### src/rtl/calc_sequencer.sv
// ---------------------------------------------------------------------------
// calc_sequencer
//
// Control FSM for the 4-bit calculator datapath. Operand A, operand B and an
// opcode are captured from the board switches on debounced enter pulses. The
// sequencer then drives an external 4-bit add/sub unit: a single pass for
// add/sub, or a 4-iteration unsigned shift-add loop for multiply. The 8-bit
// result and status flags are held for the display block until the next enter.
//
// Optional feature (macro CALC_CHAIN_EN):
//   defined   - enter in DONE loads A with the low nibble of the result and
//               goes straight to GET_B, so answers chain into the next sum.
//   undefined - enter in DONE goes to GET_A and A is reloaded from switches.
//
// Ports:
//   clk       system clock
//   rst_n     synchronous active-low reset
//   sw        operand value from switches
//   op        opcode, sampled with B: 00 add, 01 sub, 10 mul, 11 reserved
//   enter     single-cycle debounced button pulse
//   add_x     adder operand x (combinational)
//   add_y     adder operand y (combinational)
//   add_sub   adder mode, 1 = subtract (combinational)
//   add_res   adder sum
//   add_cout  adder carry-out
//   add_ovf   adder signed overflow
//   result    final result, registered
//   overflow  signed overflow of the last add/sub, registered
//   err       reserved opcode used, registered
//   busy      high in EXEC and MUL
//   done      high in DONE
//   state     state encoding for debug LEDs
//             (0 GET_A, 1 GET_B, 2 EXEC, 3 MUL, 4 DONE)
// ---------------------------------------------------------------------------
module calc_sequencer #(
    parameter int WIDTH = 4
) (
    input  logic                 clk,
    input  logic                 rst_n,
    input  logic [WIDTH-1:0]     sw,
    input  logic [1:0]           op,
    input  logic                 enter,
    output logic [WIDTH-1:0]     add_x,
    output logic [WIDTH-1:0]     add_y,
    output logic                 add_sub,
    input  logic [WIDTH-1:0]     add_res,
    input  logic                 add_cout,
    input  logic                 add_ovf,
    output logic [2*WIDTH-1:0]   result,
    output logic                 overflow,
    output logic                 err,
    output logic                 busy,
    output logic                 done,
    output logic [2:0]           state
);

    localparam int CNT_W = $clog2(WIDTH);

    typedef enum logic [2:0] {
        S_GET_A = 3'd0,
        S_GET_B = 3'd1,
        S_EXEC  = 3'd2,
        S_MUL   = 3'd3,
        S_DONE  = 3'd4
    } state_t;

    localparam logic [1:0] OP_ADD = 2'b00;
    localparam logic [1:0] OP_SUB = 2'b01;
    localparam logic [1:0] OP_MUL = 2'b10;

    state_t               state_q, state_d;
    logic [WIDTH-1:0]     a_q, b_q;
    logic [1:0]           opcode_q;
    logic [WIDTH-1:0]     acc_q, q_q;
    logic [CNT_W-1:0]     cnt_q;
    logic [2*WIDTH-1:0]   result_q;
    logic                 overflow_q, err_q;

    // Post-shift accumulator/multiplier values for one shift-add iteration.
    logic [WIDTH-1:0]     acc_shift, q_shift;
    logic                 mul_last;

    // -----------------------------------------------------------------------
    // State register
    // -----------------------------------------------------------------------
    // NOTE: sequential state uses non-blocking assignments so every register
    // samples the pre-edge values, independent of statement order.
    always_ff @(posedge clk) begin
        if (!rst_n) state_q <= S_GET_A;
        else        state_q <= state_d;
    end

    // -----------------------------------------------------------------------
    // Next state and adder operand steering
    // -----------------------------------------------------------------------
    assign mul_last = (cnt_q == CNT_W'(WIDTH - 1));

    // NOTE: every output of this block gets a default first; a path that
    // leaves one unassigned would infer a latch.
    always_comb begin
        state_d = state_q;
        add_x   = '0;
        add_y   = '0;
        add_sub = 1'b0;

        case (state_q)
            S_GET_A: if (enter) state_d = S_GET_B;
            S_GET_B: if (enter) state_d = S_EXEC;
            S_EXEC: begin
                add_x   = a_q;
                add_y   = b_q;
                add_sub = opcode_q[0];
                state_d = (opcode_q == OP_MUL) ? S_MUL : S_DONE;
            end
            S_MUL: begin
                add_x = acc_q;
                add_y = a_q;
                if (mul_last) state_d = S_DONE;
            end
            S_DONE: begin
`ifdef CALC_CHAIN_EN
                if (enter) state_d = S_GET_B;
`else
                if (enter) state_d = S_GET_A;
`endif
            end
            default: state_d = S_GET_A;
        endcase
    end

    // One shift-add step: when the multiplier LSB is set the adder sum (with
    // its carry) is shifted in, otherwise the accumulator just shifts right.
    always_comb begin
        if (q_q[0]) {acc_shift, q_shift} = {add_cout, add_res, q_q[WIDTH-1:1]};
        else        {acc_shift, q_shift} = {1'b0,     acc_q,   q_q[WIDTH-1:1]};
    end

    // -----------------------------------------------------------------------
    // Datapath registers
    // -----------------------------------------------------------------------
    // NOTE: these are plain flops, not a memory array, so all of them are
    // cleared by reset; a reset mid-multiply therefore leaves no partial
    // product behind.
    always_ff @(posedge clk) begin
        if (!rst_n) begin
            a_q        <= '0;
            b_q        <= '0;
            opcode_q   <= '0;
            acc_q      <= '0;
            q_q        <= '0;
            cnt_q      <= '0;
            result_q   <= '0;
            overflow_q <= 1'b0;
            err_q      <= 1'b0;
        end else begin
            case (state_q)
                S_GET_A: begin
                    if (enter) a_q <= sw;
                end
                S_GET_B: begin
                    if (enter) begin
                        b_q      <= sw;
                        opcode_q <= op;
                    end
                end
                S_EXEC: begin
                    case (opcode_q)
                        OP_ADD, OP_SUB: begin
                            result_q   <= {{WIDTH{add_res[WIDTH-1]}}, add_res};
                            overflow_q <= add_ovf;
                            err_q      <= 1'b0;
                        end
                        OP_MUL: begin
                            acc_q      <= '0;
                            q_q        <= b_q;
                            cnt_q      <= '0;
                            overflow_q <= 1'b0;
                            err_q      <= 1'b0;
                        end
                        default: begin
                            result_q   <= '0;
                            overflow_q <= 1'b0;
                            err_q      <= 1'b1;
                        end
                    endcase
                end
                S_MUL: begin
                    acc_q <= acc_shift;
                    q_q   <= q_shift;
                    cnt_q <= cnt_q + 1'b1;
                    if (mul_last) result_q <= {acc_shift, q_shift};
                end
                S_DONE: begin
                    if (enter) begin
`ifdef CALC_CHAIN_EN
                        a_q <= result_q[WIDTH-1:0];
`endif
                        result_q   <= '0;
                        overflow_q <= 1'b0;
                        err_q      <= 1'b0;
                    end
                end
                default: ;
            endcase
        end
    end

    // -----------------------------------------------------------------------
    // Outputs
    // -----------------------------------------------------------------------
    assign result   = result_q;
    assign overflow = overflow_q;
    assign err      = err_q;
    assign busy     = (state_q == S_EXEC) || (state_q == S_MUL);
    assign done     = (state_q == S_DONE);
    assign state    = state_q;

endmodule

### config.mk
export PLATFORM = sky130hd
export DESIGN_NAME = calc_sequencer
export DESIGN_NICKNAME = d
export VERILOG_FILES = /design/src/rtl/calc_sequencer.sv
export SDC_FILE = /design/constraint.sdc
export NUM_CORES = 1
export LEC_CHECK = 0
export BUFFER_PORTS_ARGS = -buffer_cell sky130_fd_sc_hd__buf_2
export CORE_MARGIN = 4
export CORE_UTILIZATION = 57
export DETAILED_ROUTE_END_ITERATION = 10
export PLACE_DENSITY = 0.85
export SYNTH_ARGS = -nofsm -noshare
export SYNTH_HDL_FRONTEND = slang
export SYNTH_SLANG_ARGS = --single-unit
### constraint.sdc
create_clock -name clk -period 3.2 [get_ports clk]
set_input_delay 0.48 -clock clk [delete_from_list [all_inputs] [get_ports clk]]
set_output_delay 0.48 -clock clk [all_outputs]
set_load 0.01 [all_outputs]
# Yosys cells after proc, flatten, opt, wreduce, memory -nomap -nowiden
# Index checks and enable logic that the tools add are counted.
dict set report totals {
  regBits 33
  inputBits 15
  output_inout_bits 24
  wordCells 64
}
dict set report op_classes {
  addsub 1
  eq_ne 13
  mux 26
  reduce_logical 14
}
# operator n
set ops {}
lappend ops {{case mux 4 bit (2 select lines)} 4}
lappend ops {{case mux 8 bit (3 select lines)} 1}
lappend ops {{2-to-1 mux 4 bit} 4}
lappend ops {{2-to-1 mux 8 bit} 2}
lappend ops {{case mux 8 bit (2 select lines)} 1}
lappend ops {{2-to-1 mux 3 bit} 5}
lappend ops {{case mux 3 bit (5 select lines)} 1}
lappend ops {{inequality test 2 bit (second input constant)} 6}
lappend ops {{AND reduction 2 bit} 4}
lappend ops {{AND reduction 4 bit} 2}
lappend ops {{equality test 3 x 2 -> 1 bit (second input constant)} 2}
lappend ops {{equality test 2 bit (second input constant)} 2}
lappend ops {{2-to-1 mux 1 bit} 4}
lappend ops {{case mux 1 bit (2 select lines)} 2}
lappend ops {{case mux 2 bit (2 select lines)} 1}
lappend ops {{nonzero test 2 bit} 2}
lappend ops {{equality test 3 x 1 -> 1 bit (second input constant)} 1}
lappend ops {{equality test 3 bit (second input constant)} 1}
lappend ops {{logical NOT 3 bit} 1}
lappend ops {{nonzero test 3 bit} 1}
lappend ops {{OR reduction 3 bit} 1}
lappend ops {{adder 2 x 1 -> 2 bit (second input constant)} 1}
lappend ops {{equality test 2 x 1 -> 1 bit (second input constant)} 1}
lappend ops {{logical NOT 2 bit} 1}
lappend ops {{other kinds (3)} 3}

# Longest topological paths before layout
dict set report logic_depth {
  word_depth 4
  depth_mapped 7
  mapped_depth_nobuf 5
}

# Least setup slack after synthesis
# OpenSTA, ideal clock, no wires.
dict set report synth_timing {
  path_kind {reg-to-output}
  from {register state_q[0] (netlist: state[0])}
  to {output port add_x[0]}
  arrival_time_ns 1.186
  t_required_ns 2.720
  slack_ns 1.534
  stages_incl_launch_ff 5
  path_buffers 2
  cell_sequence {dfxtp_1 buf_2 buf_2 mux2i_1 nor2_1}
}
dict set report synth_between {
  elab_chain_len 2
  word_cells_on_any_way 3
  cone_classes {eq/ne (2); mux (1)}
}
# item line_no
set synth_lines {}
lappend synth_lines {{start: declaration} 71} ;# state_t state_q, state_d;
lappend synth_lines {{start signal: assignment} 90} ;# else state_q <= state_d;
lappend synth_lines {{equality test 3 x 2 -> 1 bit} 106} ;# case (state_q)
lappend synth_lines {{case mux 4 bit (2 select lines) (*)} 106}
lappend synth_lines {{end: declaration} 43} ;# output logic [WIDTH-1:0] add_x,
# Every way passes the cells marked *; elsewhere a longest branch is shown, timed or not.

# Final worst setup path
dict set report layout_timing {
  from {register state_q[0] (netlist: state[0])}
  to {output port done}
}
dict set report layout_between {
  elab_chain_len 1
}
# item line_no
set layout_lines {}
lappend layout_lines {{equality test 3 bit} 215} ;# assign done = (state_q == S_DONE);
lappend layout_lines {{end: declaration} 53} ;# output logic done,
# No other way between the ends.

==> impl_metrics.prom <==
# TYPE chip_impl_metric gauge
chip_impl_metric{name="async_flop_share",unit=""} 0
chip_impl_metric{name="grt_antenna_before_repair",unit=""} 0
chip_impl_metric{name="final-max-slew-violation-count",unit=""} 0
chip_impl_metric{name="design.portCount",unit=""} 39
chip_impl_metric{name="floorplan.initialDensity",unit=""} 0.601
chip_impl_info{name="worst_path_slowest_cell",value="or3b_2"} 1
chip_impl_info{name="cts_tree",value="done"} 1
chip_impl_metric{name="synthesis.area_per_instance",unit="µm²"} 8.99
chip_impl_metric{name="worst-r2r-cell-count",unit=""} 4
chip_impl_metric{name="detailedPlace.worstSlack",unit="ps"} 1010
chip_impl_metric{name="num_rows",unit=""} 19
chip_impl_info{name="timing.critical_path.cells",value="or3b_2, inv_1, buf_2"} 1
chip_impl_info{name="cp-startpoint",value="state[0]"} 1
chip_impl_metric{name="filler_cell_count",unit=""} 231
chip_impl_metric{name="dpl.hpwl",unit="µm"} 2810
chip_impl_info{name="mostFrequentLayoutCell",value="buf_2"} 1
chip_impl_metric{name="viasPerCell",unit=""} 5.89
chip_impl_metric{name="design.die.area",unit="µm²"} 3860
chip_impl_info{name="critPathLaunchType",value="flip-flop"} 1
chip_impl_metric{name="syn_nets",unit=""} 202
chip_impl_metric{name="synth_edf_count",unit=""} 0
chip_impl_metric{name="sequential_element_share_of_the_synthesized_area",unit=""} 0.395
chip_impl_metric{name="final-setup-viol-count",unit=""} 0
chip_impl_metric{name="max-slew-margin-rel",unit=""} 0.300
chip_impl_metric{name="detail_route.wl_per_cell",unit="µm"} 15.5
chip_impl_metric{name="port_buffers",unit=""} 38
chip_impl_metric{name="clock-sinks",unit=""} 33
chip_impl_info{name="r2r_start",value="state[0]"} 1
chip_impl_metric{name="timing.hold.ws",unit="ps"} 398
chip_impl_info{name="rsz0062_at_grt",value="false"} 1
chip_impl_metric{name="area_growth",unit="%"} 13.5
chip_impl_metric{name="hold_depth",unit=""} 3
chip_impl_metric{name="grt_overflow",unit=""} 0
chip_impl_metric{name="drt_first_iter_violations",unit=""} 46
chip_impl_metric{name="synth_cell_types",unit=""} 42
chip_impl_metric{name="die_width",unit="µm"} 62.2
chip_impl_metric{name="number_of_buffers_inserted_to_repair_setup_after_cts",unit=""} 0
chip_impl_info{name="hold_class",value="input pin to flip-flop"} 1
chip_impl_metric{name="path_max_fanout",unit=""} 26
chip_impl_info{name="rr_endpoint",value="result[0]"} 1
chip_impl_metric{name="min_period_over_period",unit=""} 0.734
chip_impl_metric{name="cts.reportedPaths.clkPinSlew",unit="ps"} 100
chip_impl_metric{name="number_of_global_route_vias_before_repair",unit=""} 1451
chip_impl_metric{name="tightest_slew",unit="ps"} 1040
chip_impl_metric{name="finalCriticalPeriod",unit="ps"} 2350
chip_impl_metric{name="grt_first_pass_wirelength",unit="µm"} 6780
chip_impl_metric{name="finalWirelength",unit="µm"} 3910
chip_impl_info{name="hold_path_startpoint",value="op[1]"} 1
chip_impl_metric{name="synth-warning-count",unit=""} 0
chip_impl_metric{name="grt_start_max_net_pins",unit=""} 34
chip_impl_metric{name="gp_routability_congestion",unit=""} 0.857
chip_impl_info{name="end_kind",value="primary output"} 1
chip_impl_metric{name="post_route_cells_drive_above_1_share",unit=""} 0.235
chip_impl_metric{name="buffer_levels_on_the_longest_clock_path",unit=""} 2
chip_impl_metric{name="syn-cell-area",unit="µm²"} 1670
chip_impl_metric{name="power.total",unit="µW"} 821
chip_impl_info{name="yosys_most_used_dff",value="dfxtp_1"} 1
chip_impl_metric{name="r2r_slack",unit="ps"} 950
chip_impl_metric{name="fin_nets",unit=""} 236
chip_impl_metric{name="utilization",unit=""} 0.682
chip_impl_metric{name="finalHoldViolCount",unit=""} 0
chip_impl_metric{name="power_density",unit="nW/µm²"} 433
chip_impl_metric{name="dr_total_vias",unit=""} 1484
chip_impl_info{name="final_cell_mix",value="buf_2, dfxtp_1, mux2i_1"} 1
chip_impl_metric{name="synth-seq-cells",unit=""} 33
chip_impl_info{name="critPathKind",value="flip-flop to primary output"} 1
chip_impl_metric{name="cts_resized",unit=""} 0
chip_impl_info{name="status",value="finished, final reports clean"} 1
chip_impl_metric{name="crit_path_max_incr_delay",unit="ps"} 680
chip_impl_metric{name="worst-endpoint-arrival",unit="ps"} 1870
chip_impl_metric{name="syn_inst",unit=""} 186
chip_impl_metric{name="skew_pair_late_insertion_delay",unit="ps"} 350
chip_impl_metric{name="ir_drop",unit="mV"} 0.403
chip_impl_metric{name="timing.final.ws_setup",unit="ps"} 851
chip_impl_info{name="min_to",value="opcode_q[1]"} 1
chip_impl_metric{name="max_cap_viol_count",unit=""} 0
chip_impl_metric{name="grt_util_all_layers",unit=""} 0.214
chip_impl_metric{name="fin_tns_setup",unit="ps"} 0
chip_impl_metric{name="die_h",unit="µm"} 62.2
chip_impl_metric{name="core_region_area",unit="µm²"} 2780
chip_impl_metric{name="timing.clock.skew",unit="ps"} 11.6
chip_impl_metric{name="post_cts_hold_buffer_count",unit=""} 0
chip_impl_metric{name="drt_first_pass_iters",unit=""} 5
chip_impl_metric{name="antennaDiodeCount",unit=""} 0
chip_impl_metric{name="cts_inserted_buffers",unit=""} 5
chip_impl_metric{name="clock_tree.htree_level_count",unit=""} 2
chip_impl_metric{name="ant_nets",unit=""} 0
chip_impl_info{name="clk_root_buffer_cell",value="clkbuf_4"} 1
chip_impl_metric{name="post-route-drc-count",unit=""} 0
chip_impl_metric{name="power.static_leakage",unit="nW"} 0.761
chip_impl_metric{name="maxClockFrequency",unit="GHz"} 0.426
chip_impl_metric{name="timing.critical_path.required",unit="ps"} 2720
-- sequential cells by signal, summed over array words and instances (netlist names), 2 cells and up --
signal	flops
a_q	4
b_q	4
state	3
opcode_q	2
acc_q	4
result	8
cnt_q	2
q_q	4
-- final cells by class --
| cell class | count | area (µm²) | area share |
|---|---|---|---|
| multi-input cells | 138 | 938 | 0.494 |
| flip-flops and latches | 33 | 661 | 0.348 |
| repair buffers | 39 | 198 | 0.104 |
| clock buffers | 6 | 41.3 | 0.0218 |
| well taps | 31 | 38.8 | 0.0204 |
| inverters | 3 | 11.3 | 0.00593 |
| clock inverters | 2 | 10.0 | 0.00527 |
-- layer usage --
layer | track usage | vias to the layer above | share of wire
met3 | 0.0541 | 9 | 0.054
met5 | 0 | - | 0
met2 | 0.356 | 42 | 0.48
met4 | 0.0921 | 0 | 0.017
met1 | 0.258 | 710 | 0.45
li1 | - | 723 | -
-- worst max path at each step --
stage / to / slack (ps) / depth (start not counted)
floorplan: add_x[0] / 1530 / 4
global placement: result[0] / 1110 / 4
detailed placement: result[0] / 1010 / 4
CTS: done / 860 / 3
global route: result[2] / 710 / 4
finish: done / 850 / 3
-- power by group --
group | switching, mW | total, mW | internal [mW]
clock network | 0.148 | 0.232 | 0.0835
logic | 0.0655 | 0.131 | 0.0653
registers | 0.0300 | 0.459 | 0.429
-- synthesized netlist by cell type (4+ instances only) --
cell type	n	share of area
a21boi_0	7	0.031
a21oi_1	11	0.033
buf_2	4	0.012
clkbuf_1	6	0.013
dfxtp_1	33	0.40
mux2i_1	22	0.13
nand2_1	8	0.018
nand4_1	4	0.015
nor2_1	19	0.043
nor2b_1	21	0.079
o21ai_0	6	0.018
-- kinds of logic after synthesis --
| family | after synthesis | share of synthesized area |
|---|---|---|
| DFF | 33 | 0.395 |
| buffers and inverters | 15 | 0.0434 |
| AOI/OAI and AO/OA | 37 | 0.146 |
| xor gates and xnor gates | 1 | 0.00524 |
| adders and majority gates | 1 | 0.00748 |
| and+or+nand+nor | 76 | 0.264 |
| muxes | 23 | 0.138 |
-- critical path, delay by kind of cell, from the launching register on --
kind | cells | cell delay, ps
and+or+nand+nor | 1 | 680
DFF | 1 | 640
buffers and inverters | 2 | 190
-- metrics by stage --
step	cell area (µm²)	instances
6_report	1900	252
5_1_grt	1900	252
3_5_place_dp	1850	244
3_3_place_gp	1850	244
2_1_floorplan	1670	186
4_1_cts	1900	252
No activity file was read; power rests on OpenSTA's default activity.
